File: config.mk
export PLATFORM = sky130hd
export DESIGN_NAME = sram_phy_ctrl
export DESIGN_NICKNAME = d
export VERILOG_FILES = /design/src/rtl/sram_phy_ctrl.sv
export SDC_FILE = /design/constraint.sdc
export NUM_CORES = 1
export LEC_CHECK = 0
export CORE_ASPECT_RATIO = 0.75
export CORE_MARGIN = 3
export CORE_UTILIZATION = 40
export CTS_BUF_LIST = sky130_fd_sc_hd__clkbuf_8 sky130_fd_sc_hd__clkbuf_16
export CTS_CLUSTER_DIAMETER = 50
export DETAILED_ROUTE_END_ITERATION = 10
export GPL_ROUTABILITY_DRIVEN = 0
export GPL_TIMING_DRIVEN = 0
export PLACE_DENSITY_LB_ADDON = 0.2
export SKIP_LAST_GASP = 1
export SLEW_MARGIN = 20
export SYNTH_ARGS = -nofsm -noshare
export SYNTH_HDL_FRONTEND = slang
export SYNTH_SLANG_ARGS = --single-unit
File: constraint.sdc
create_clock -name a_clk -period 2.3 [get_ports a_clk]
set_clock_uncertainty 0.15 [all_clocks]
set_input_delay 0.69 -clock a_clk [delete_from_list [all_inputs] [get_ports a_clk]]
set_output_delay 0.69 -clock a_clk [all_outputs]
set_load 0.02 [all_outputs]
File: src/rtl/sram_phy_ctrl.sv
`default_nettype none
// ============================================================================
// Module   : sram_phy_ctrl
// Brief    : Physical-side controller for a 256Kx16 asynchronous SRAM.
//            Turns one sram_req/sram_ready transaction into CE/WE/OE and
//            byte-lane strobe sequences and returns read data as a one-cycle
//            valid pulse. Data-bus tristate is resolved one level up.
// Revision : 1.0 - initial release
// ============================================================================
module sram_phy_ctrl #(
    parameter int WAIT_CYCLES = 2
) (
    input  logic        a_clk,
    input  logic        a_rst,
    input  logic        sram_req,
    output logic        sram_ready,
    input  logic        sram_rd,
    input  logic [17:0] sram_addr,
    input  logic [1:0]  sram_be,
    input  logic [15:0] sram_wr_data,
    output logic        sram_rd_data_vld,
    output logic [15:0] sram_rd_data,
    output logic [17:0] pin_a,
    output logic [15:0] pin_dq_out,
    input  logic [15:0] pin_dq_in,
    output logic        pin_dq_oe,
    output logic        pin_cs_n,
    output logic        pin_we_n,
    output logic        pin_oe_n,
    output logic        pin_ub_n,
    output logic        pin_lb_n
);

    localparam int             CW         = $clog2(WAIT_CYCLES + 1);
    localparam logic [CW-1:0]  C_CNT_LOAD = CW'(WAIT_CYCLES - 1);

    // A zero-length access would never assert the strobes at all.
    if (WAIT_CYCLES < 1) begin : g_bad_wait_cycles
        $error("sram_phy_ctrl: WAIT_CYCLES must be >= 1");
    end

    typedef enum logic [2:0] {
        S_IDLE     = 3'd0,
        S_RD_ACC   = 3'd1,
        S_RD_DONE  = 3'd2,
        S_WR_SETUP = 3'd3,
        S_WR_PULSE = 3'd4,
        S_WR_HOLD  = 3'd5
    } state_t;

    state_t         r_state,   w_state;
    logic [CW-1:0]  r_cnt,     w_cnt;
    logic           r_ready,   w_ready;
    logic           r_vld,     w_vld;
    logic [15:0]    r_rd_data, w_rd_data;
    logic [17:0]    r_a,       w_a;
    logic [15:0]    r_dq_out,  w_dq_out;
    logic           r_dq_oe,   w_dq_oe;
    logic           r_cs_n,    w_cs_n;
    logic           r_we_n,    w_we_n;
    logic           r_oe_n,    w_oe_n;
    logic           r_ub_n,    w_ub_n;
    logic           r_lb_n,    w_lb_n;

    // Next-state and next-output decode; every output holds unless changed.
    always_comb begin
        w_state   = r_state;
        w_cnt     = r_cnt;
        w_ready   = r_ready;
        w_vld     = r_vld;
        w_rd_data = r_rd_data;
        w_a       = r_a;
        w_dq_out  = r_dq_out;
        w_dq_oe   = r_dq_oe;
        w_cs_n    = r_cs_n;
        w_we_n    = r_we_n;
        w_oe_n    = r_oe_n;
        w_ub_n    = r_ub_n;
        w_lb_n    = r_lb_n;
        case (r_state)
            S_IDLE: begin
                w_ready = 1'b0;
                w_vld   = 1'b0;
                if (sram_req) begin
                    w_a    = sram_addr;
                    w_cs_n = 1'b0;
                    if (sram_rd) begin
                        // Reads always fetch the full word; lane masking is the bridge's job.
                        w_oe_n  = 1'b0;
                        w_ub_n  = 1'b0;
                        w_lb_n  = 1'b0;
                        w_cnt   = C_CNT_LOAD;
                        w_state = S_RD_ACC;
                    end else begin
                        w_dq_out = sram_wr_data;
                        w_ub_n   = ~sram_be[1];
                        w_lb_n   = ~sram_be[0];
                        w_we_n   = 1'b1;
                        w_dq_oe  = 1'b1;
                        w_state  = S_WR_SETUP;
                    end
                end
            end
            S_RD_ACC: begin
                if (r_cnt == '0) begin
                    w_rd_data = pin_dq_in;
                    w_vld     = 1'b1;
                    w_ready   = 1'b1;
                    w_cs_n    = 1'b1;
                    w_oe_n    = 1'b1;
                    w_ub_n    = 1'b1;
                    w_lb_n    = 1'b1;
                    w_state   = S_RD_DONE;
                end else begin
                    w_cnt = r_cnt - 1'b1;
                end
            end
            S_RD_DONE: begin
                // Upstream still holds req here; it must not be re-sampled.
                w_ready = 1'b0;
                w_vld   = 1'b0;
                w_state = S_IDLE;
            end
            S_WR_SETUP: begin
                w_we_n  = 1'b0;
                w_cnt   = C_CNT_LOAD;
                w_state = S_WR_PULSE;
            end
            S_WR_PULSE: begin
                if (r_cnt == '0) begin
                    w_we_n  = 1'b1;
                    w_ready = 1'b1;
                    w_state = S_WR_HOLD;
                end else begin
                    w_cnt = r_cnt - 1'b1;
                end
            end
            S_WR_HOLD: begin
                // Data stays driven one more cycle after WE rises for hold time.
                w_cs_n  = 1'b1;
                w_ub_n  = 1'b1;
                w_lb_n  = 1'b1;
                w_dq_oe = 1'b0;
                w_ready = 1'b0;
                w_state = S_IDLE;
            end
            default: begin
                w_ready = 1'b0;
                w_vld   = 1'b0;
                w_dq_oe = 1'b0;
                w_cs_n  = 1'b1;
                w_we_n  = 1'b1;
                w_oe_n  = 1'b1;
                w_ub_n  = 1'b1;
                w_lb_n  = 1'b1;
                w_state = S_IDLE;
            end
        endcase
    end

    // State, counter and all outputs registered; reset parks the chip deselected.
    always_ff @(posedge a_clk or negedge a_rst) begin
        if (!a_rst) begin
            r_state   <= S_IDLE;
            r_cnt     <= '0;
            r_ready   <= 1'b0;
            r_vld     <= 1'b0;
            r_rd_data <= '0;
            r_a       <= '0;
            r_dq_out  <= '0;
            r_dq_oe   <= 1'b0;
            r_cs_n    <= 1'b1;
            r_we_n    <= 1'b1;
            r_oe_n    <= 1'b1;
            r_ub_n    <= 1'b1;
            r_lb_n    <= 1'b1;
        end else begin
            r_state   <= w_state;
            r_cnt     <= w_cnt;
            r_ready   <= w_ready;
            r_vld     <= w_vld;
            r_rd_data <= w_rd_data;
            r_a       <= w_a;
            r_dq_out  <= w_dq_out;
            r_dq_oe   <= w_dq_oe;
            r_cs_n    <= w_cs_n;
            r_we_n    <= w_we_n;
            r_oe_n    <= w_oe_n;
            r_ub_n    <= w_ub_n;
            r_lb_n    <= w_lb_n;
        end
    end

    assign sram_ready       = r_ready;
    assign sram_rd_data_vld = r_vld;
    assign sram_rd_data     = r_rd_data;
    assign pin_a            = r_a;
    assign pin_dq_out       = r_dq_out;
    assign pin_dq_oe        = r_dq_oe;
    assign pin_cs_n         = r_cs_n;
    assign pin_we_n         = r_we_n;
    assign pin_oe_n         = r_oe_n;
    assign pin_ub_n         = r_ub_n;
    assign pin_lb_n         = r_lb_n;

endmodule
`default_nettype wire

==> metrics.csv, run 1 <==
metric;value;unit
run status;finished, final reports clean;
Reg-to-Reg Start;r_cnt[0];
Area contributors post-synth;dfrtp_1 56%, mux2_2 18%, mux2_4 5.8%, dfstp_2 5.1%, o21ai_0 1.9%;
Async SR Flop Fraction;1.00;
pin count of the biggest net entering global routing;34;
Primary FF master, synth;dfrtp_1;
Total GRT Usage;0.167;
Final Net Count;362;
num rows;24;
worst slew pin tran;528;ps
top post-synthesis cells by count;58 x dfrtp_1, 42 x mux2_2, 10 x mux2_4, 10 x o21ai_0;
DRT antenna net count;0;
Worst R2R Setup Slack;220;ps
Worst Path Required;1460;ps
Arr. time, crit path;1330;ps
final setup vio count;0;
Synth area leader;dfrtp_1;
crit path max fanout;2;
CTS H-tree lvls;3;
# Max-Cap Violations;0;
flip-flop and latch count after synthesis;63;
gr ovfl total;0;
path type of the worst min-delay path;in2async;
Tcrit/Tclk final;0.944;
TritonCTS clock tree;built;
crit path time final;2170;ps
DR pass1 iterations;4;
Power Density;1480;nW/um2
Layout Utilization;0.669;
die span in x;99.0;um
Synth top area share;0.559;
PortBufs;113;
fill count;478;
kind of cell adding the most delay to the critical path;buffers and inverters;
cell with the most instances after synthesis;dfrtp_1;
root buf cell;clkbuf_8;
Placed Instance Area;3840;um2
initial drt markers;76;
chip height;75.8;um
number of synthesis warnings;0;
DR DRC count;0;
slowest cell on the critical path;clkdlybuf4s50_1;
CTS Hold Bufs;0;
clock sinks;63;
Die ar.;7500;um2
WL per Instance;15.3;um
DR vias/cell;4.85;
R2R depth;6;
Num CTS Buffers;9;
final hold violation count;0;
area of the mapped netlist;2600;um2
clock-pin slew on the worst setup and hold paths;70;ps
Gate Count Post-Synth;180;
critical register-to-register path endpoint;sram_rd_data[11];
WP buf/inv;1;
leakage power;1.68;nW
max-slew violations;0;
initial antenna violation count;0;
Critical Path, Cell by Cell;clkdlybuf4s50_1;
Core ar.;6040;um2
slew margin rel.;0.645;
EDFF count, synth;0;
Clock Path Buffers;2;
finished layout cell area;4040;um2
Initial Util;0.430;
post-CTS setup buffers;0;
via count;1881;
I/O pin count;114;
global-route wire length before repair;9420;um
CP Class;reg2out;
synth-to-layout area growth;55.4;%
Skew-Pair Late Insertion Delay;330;ps
CP peak stage delay;650;ps
CP endpoint kind;primary output;
FMAX;461;MHz
Reg area;1580;um2
WL final;5940;um
RSZ-0062 raised after global routing;no;
Synth cell types;32;
post-DP HPWL;4430;um
worst vdd ir;0.713;mV
crit path launch type;flip-flop;
share of layout cells above drive strength 1;0.281;
Multi-input gate area;940;um2
Ant. Diodes;0;
Mapped Nets;237;
Avg Inst Size Synth;14.4;um2
post-synthesis sequential area ratio;0.610;
Final Power;0.00597;W
vias in the first global route;1842;
metal layers:
layer / global-route usage / part of all wire / wire, um
met1: 0.220 / 0.45 / 2650
met2: 0.239 / 0.44 / 2640
met3: 0.0796 / 0.10 / 593
met4: 0.0636 / 0.011 / 63
met5: 0 / 0 / 0
through the flow:
step | setup WS [ps] | TNS [ps] | cells | hold slack (ps)
finish | 129 | 0 | 388 | 136
floorplan | 458 | 0 | 180 | 244
global route | 39.0 | 0 | 388 | 155
CTS | 103 | 0 | 388 | 131
detailed placement | -201 | -5260 | 372 | 343
global placement | -1710 | -108970 | 371 | 337
power by group:
group          internal (W)  switching (W)
registers           0.00168       0.000286
clock network      0.000523       0.000421
logic               0.00163        0.00142
timing repair:
action,CTS,global route
setup endpoints to repair,5,0
endpoints found under the hold margin,0,0
gates resized for setup,5,0
worst max-delay path by stage:
stage	startpoint	endpoint	slack (ps)	cells after the start
2_1_floorplan	r_cnt[0]	sram_rd_data[10]	460	6
3_3_place_gp	a_rst	pin_a[9]	-1710	1
3_5_place_dp	sram_req	pin_dq_out[10]	-200	6
4_1_cts	sram_ready	sram_ready	100	1
5_1_grt	r_cnt[0]	sram_rd_data[11]	40	6
6_report	pin_dq_out[4]	pin_dq_out[4]	130	1
state kept, by name, indices dropped and copies added, names as in the netlist, 2 cells and up:
name / flops
sram_rd_data: 16
r_state: 3
r_cnt: 2
pin_a: 18
pin_dq_out: 16
area by class of cell:
class	instances	share of cell area
sequential	63	0.392
tap	78	0.0242
buffer	8	0.0130
inverter	5	0.00527
timing repair buffer	114	0.283
clock inverter	6	0.0152
clock buffer	10	0.0341
multi-input combinational	104	0.233
kinds of logic (layout without fill, tap and decap cells):
| family | Yosys count | count (layout) | synth area share |
|---|---|---|---|
| buf+inv | 13 | 143 | 0.0284 |
| compound gates | 24 | 24 | 0.0559 |
| fa+ha+maj | 1 | 1 | 0.00482 |
| simple gates | 27 | 27 | 0.0612 |
| mux | 52 | 52 | 0.240 |
| flops | 63 | 63 | 0.610 |
cells in the final DEF (no fill, tap or decap), types with 2 or more instances in the layout:
cell and n:
inv_1 5, clkbuf_8 10, nand2b_1 2, clkinvlp_4 3, dfstp_2 5, mux2_4 10, o21ai_0 10, buf_2 3
a21oi_1 7, nand2_1 6, o21a_1 2, dlygate4sd2_1 5, nor2b_1 2, clkdlybuf4s50_1 107, nor2_1 7, dfrtp_1 58
nor3_1 3, buf_6 2, buf_4 2, mux2_2 42
No activity file was read; power rests on OpenSTA's default activity.
==> run 2: changes to the inputs <==
==> constraint.sdc (replaced) <==
create_clock -name a_clk -period 2 [get_ports a_clk]
set_clock_uncertainty 0.15 [all_clocks]
set_input_delay 0.6 -clock a_clk [delete_from_list [all_inputs] [get_ports a_clk]]
set_output_delay 0.6 -clock a_clk [all_outputs]
set_load 0.02 [all_outputs]
==> run 2 against run 1 <==
  * Count of clock-buffer cells in the layout unchanged
  * Clock power increased by 15%
  * Core utilization decreased by 0.41 points
  * Final cell count increased by 0.52%
  * Routed wire length increased by 1.1%
  * Non-clock buffer count increased by 2
  * Sequential cell count unchanged
  * Sequential share of layout area increased by 0.24 points
  * Worst hold slack got worse by 90 ps
  * First-iteration DRC count increased by 6.6%
  * Power increased by 9.4%
  * Critical endpoint is now pin_we_n
==> metrics.csv, run 2 (same netlist as run 1, synthesis figures left out) <==
metric;value;unit;change
Die ar.;7500;um2;unchanged
Placed Cells;372;;unchanged
CTS H-tree lvls;3;;unchanged
Placement Setup Slack;-411;ps;was -201 ps
Power Density;1630;nW/um2;was 1480 nW/um2
Ant. Diodes;0;;unchanged
DR vias/cell;4.86;;was 4.85
Reg-to-Reg Start;r_cnt[0];;unchanged
num rows;24;;unchanged
DR DRC count;0;;unchanged
crit path launch type;flip-flop;;unchanged
DRT antenna net count;0;;unchanged
GR Util met2;0.241;;was 0.239
crit path time final;1960;ps;
synth-to-layout area growth;54.5;%;was 55.4%
global-route wire length before repair;9450;um;was 9420 um
post-DP HPWL;4430;um;unchanged
chip height;75.8;um;unchanged
DR pass1 iterations;4;;unchanged
worst vdd ir;0.777;mV;was 0.713 mV
CP endpoint kind;primary output;;unchanged
crit path max fanout;3;;was 2
# Max-Cap Violations;0;;unchanged
Tcrit/Tclk final;0.980;;
Final WS setup;40.4;ps;was 129 ps
Top Usage Layer GRT;met2;;unchanged
fill count;484;;was 478
Critical Path, Cell by Cell;dlygate4sd2_1;;was clkdlybuf4s50_1
Total GRT Usage;0.167;;about the same
share of layout cells above drive strength 1;0.288;;was 0.281
via count;1894;;was 1881
Num CTS Buffers;9;;unchanged
Worst R2R Setup Slack;150;ps;was 220 ps
slew margin rel.;0.713;;was 0.645
GR Util met3;0.0778;;was 0.0796
TritonCTS clock tree;built;;unchanged
TNS Setup;0;ps;unchanged
WP buf/inv;1;;unchanged
internal power;0.00406;W;was 0.00384 W
FMAX;510;MHz;
critical register-to-register path endpoint;sram_rd_data[6];;was sram_rd_data[11]
final setup vio count;0;;unchanged
slowest cell on the critical path;dfstp_2;;was clkdlybuf4s50_1
sequential fraction of design power;0.344;;was 0.330
Core ar.;6040;um2;unchanged
gr ovfl total;0;;unchanged
worst slew pin tran;431;ps;was 528 ps
Final Net Count;364;;was 362
R2R depth;6;;unchanged
kind of cell adding the most delay to the critical path;flip-flops;;was buffers and inverters
Arr. time, crit path;1210;ps;was 1330 ps
Worst Path Required;1250;ps;was 1460 ps
Net Sw Power;0.00247;W;was 0.00213 W
Clk pwr share;0.167;;was 0.158
power share of the combinational group;0.489;;was 0.512
CTS Hold Bufs;0;;unchanged
Skew-Pair Late Insertion Delay;340;ps;was 330 ps
pin count of the biggest net entering global routing;34;;unchanged
initial drt markers;81;;was 76
max-slew violations;0;;unchanged
RSZ-0062 raised after global routing;no;;unchanged
most frequent cells in the layout;58 x dfrtp_1, 57 x dlygate4sd2_1, 53 x clkdlybuf4s50_1, 42 x mux2_2;;was 107 x clkdlybuf4s50_1, 58 x dfrtp_1, 42 x mux2_2
sw frac;0.378;;was 0.357
I/O pin count;114;;unchanged
fin cells;390;;was 388
final hold violation count;0;;unchanged
most common cell after layout, fill and taps aside;dfrtp_1;;was clkdlybuf4s50_1
met1 usage;0.220;;unchanged
CP peak stage delay;540;ps;was 650 ps
path type of the worst min-delay path;in2async;;unchanged
vias in the first global route;1846;;was 1842
CP Class;reg2out;;unchanged
initial antenna violation count;0;;unchanged
clock-pin slew on the worst setup and hold paths;70;ps;about the same
PortBufs;113;;unchanged
root buf cell;clkbuf_8;;unchanged
WL final;6010;um;was 5940 um
number of flip-flops in the largest register;18;;unchanged
die span in x;99.0;um;unchanged
Initial Util;0.430;;unchanged
Final Power;0.00653;W;was 0.00597 W
Clock Path Buffers;2;;unchanged
leakage power;1.80;nW;was 1.68 nW
run status;finished, final reports clean;;unchanged
WL per Instance;15.4;um;was 15.3 um
clock sinks;63;;unchanged
## run 2: cell types whose count changed in the layout (fill, tap and decap cells not counted), sizes merged
cell,delta
buf,+2
dlymetal6s2s,+1
clkdlybuf4s15,+1
dlygate4sd2,+52
clkdlybuf4s50,-54
## run 2: how the worst max path moves through the flow
stage	start	end	slack, ps	depth (start not counted)
2_1_floorplan	r_cnt[0]	sram_rd_data[10]	160	6
3_3_place_gp	a_rst	pin_a[11]	-1920	1
3_5_place_dp	sram_req	pin_dq_out[10]	-410	6
4_1_cts	sram_req	pin_a[17]	-7	5
5_1_grt	pin_we_n	pin_we_n	1	1
6_report	pin_we_n	pin_we_n	40	1
## run 2: layout make-up
class	instances	area, um2	area share
Clock buffer	10	138	0.0343
Tap cell	78	97.6	0.0243
Multi-Input combinational cell	104	956	0.238
Timing Repair Buffer	116	1090	0.272
Buffer	8	61.3	0.0153
Clock inverter	6	61.3	0.0153
Inverter	5	21.3	0.00530
Sequential cell	63	1580	0.395
## run 2: power groups by stage
| stage | Combinational (W) | Clock (W) | Sequential [W] |
|---|---|---|---|
| after floorplan | 0.00127 | 0 | 0.00299 |
| after global placement | 0.00353 | 0 | 0.00225 |
| after detailed placement | 0.00357 | 0 | 0.00229 |
| after CTS | 0.00320 | 0.00113 | 0.00225 |
| after global routing | 0.00344 | 0.00118 | 0.00234 |
| final | 0.00319 | 0.00109 | 0.00225 |
## run 2: what timing repair did
action                                  CTS  global route
buffers inserted                          1             0
pin swaps                                 1             1
gates resized for setup                  62             5
endpoints found under the setup margin   95            43
gates cloned                              0             1
## run 2: metal layers
metal / vias up / share of wire
met4: 0 / 0.015
met1: 922 / 0.45
met3: 9 / 0.092
li1: 892 / -
met2: 71 / 0.44
met5: - / 0
## run 2: stage by stage
| stage | area [um2] | util | hold WS, ps |
|---|---|---|---|
| global route | 4010 | 0.664 | 64.6 |
| global placement | 3820 | 0.634 | 337 |
| floorplan | 2600 | - | 154 |
| detailed placement | 3840 | 0.637 | 343 |
| finish | 4010 | 0.664 | 46.6 |
| CTS | 3990 | 0.661 | 40.8 |
==> run 3: changes to the inputs <==
--- a/config.mk
+++ b/config.mk
@@ -9,7 +9,6 @@
 export CORE_MARGIN = 3
 export CORE_UTILIZATION = 40
 export CTS_BUF_LIST = sky130_fd_sc_hd__clkbuf_8 sky130_fd_sc_hd__clkbuf_16
-export CTS_CLUSTER_DIAMETER = 50
 export DETAILED_ROUTE_END_ITERATION = 10
 export GPL_ROUTABILITY_DRIVEN = 0
 export GPL_TIMING_DRIVEN = 0
==> results of run 3 <==
Final layout, timing and power as in run 2 (identical DEF).
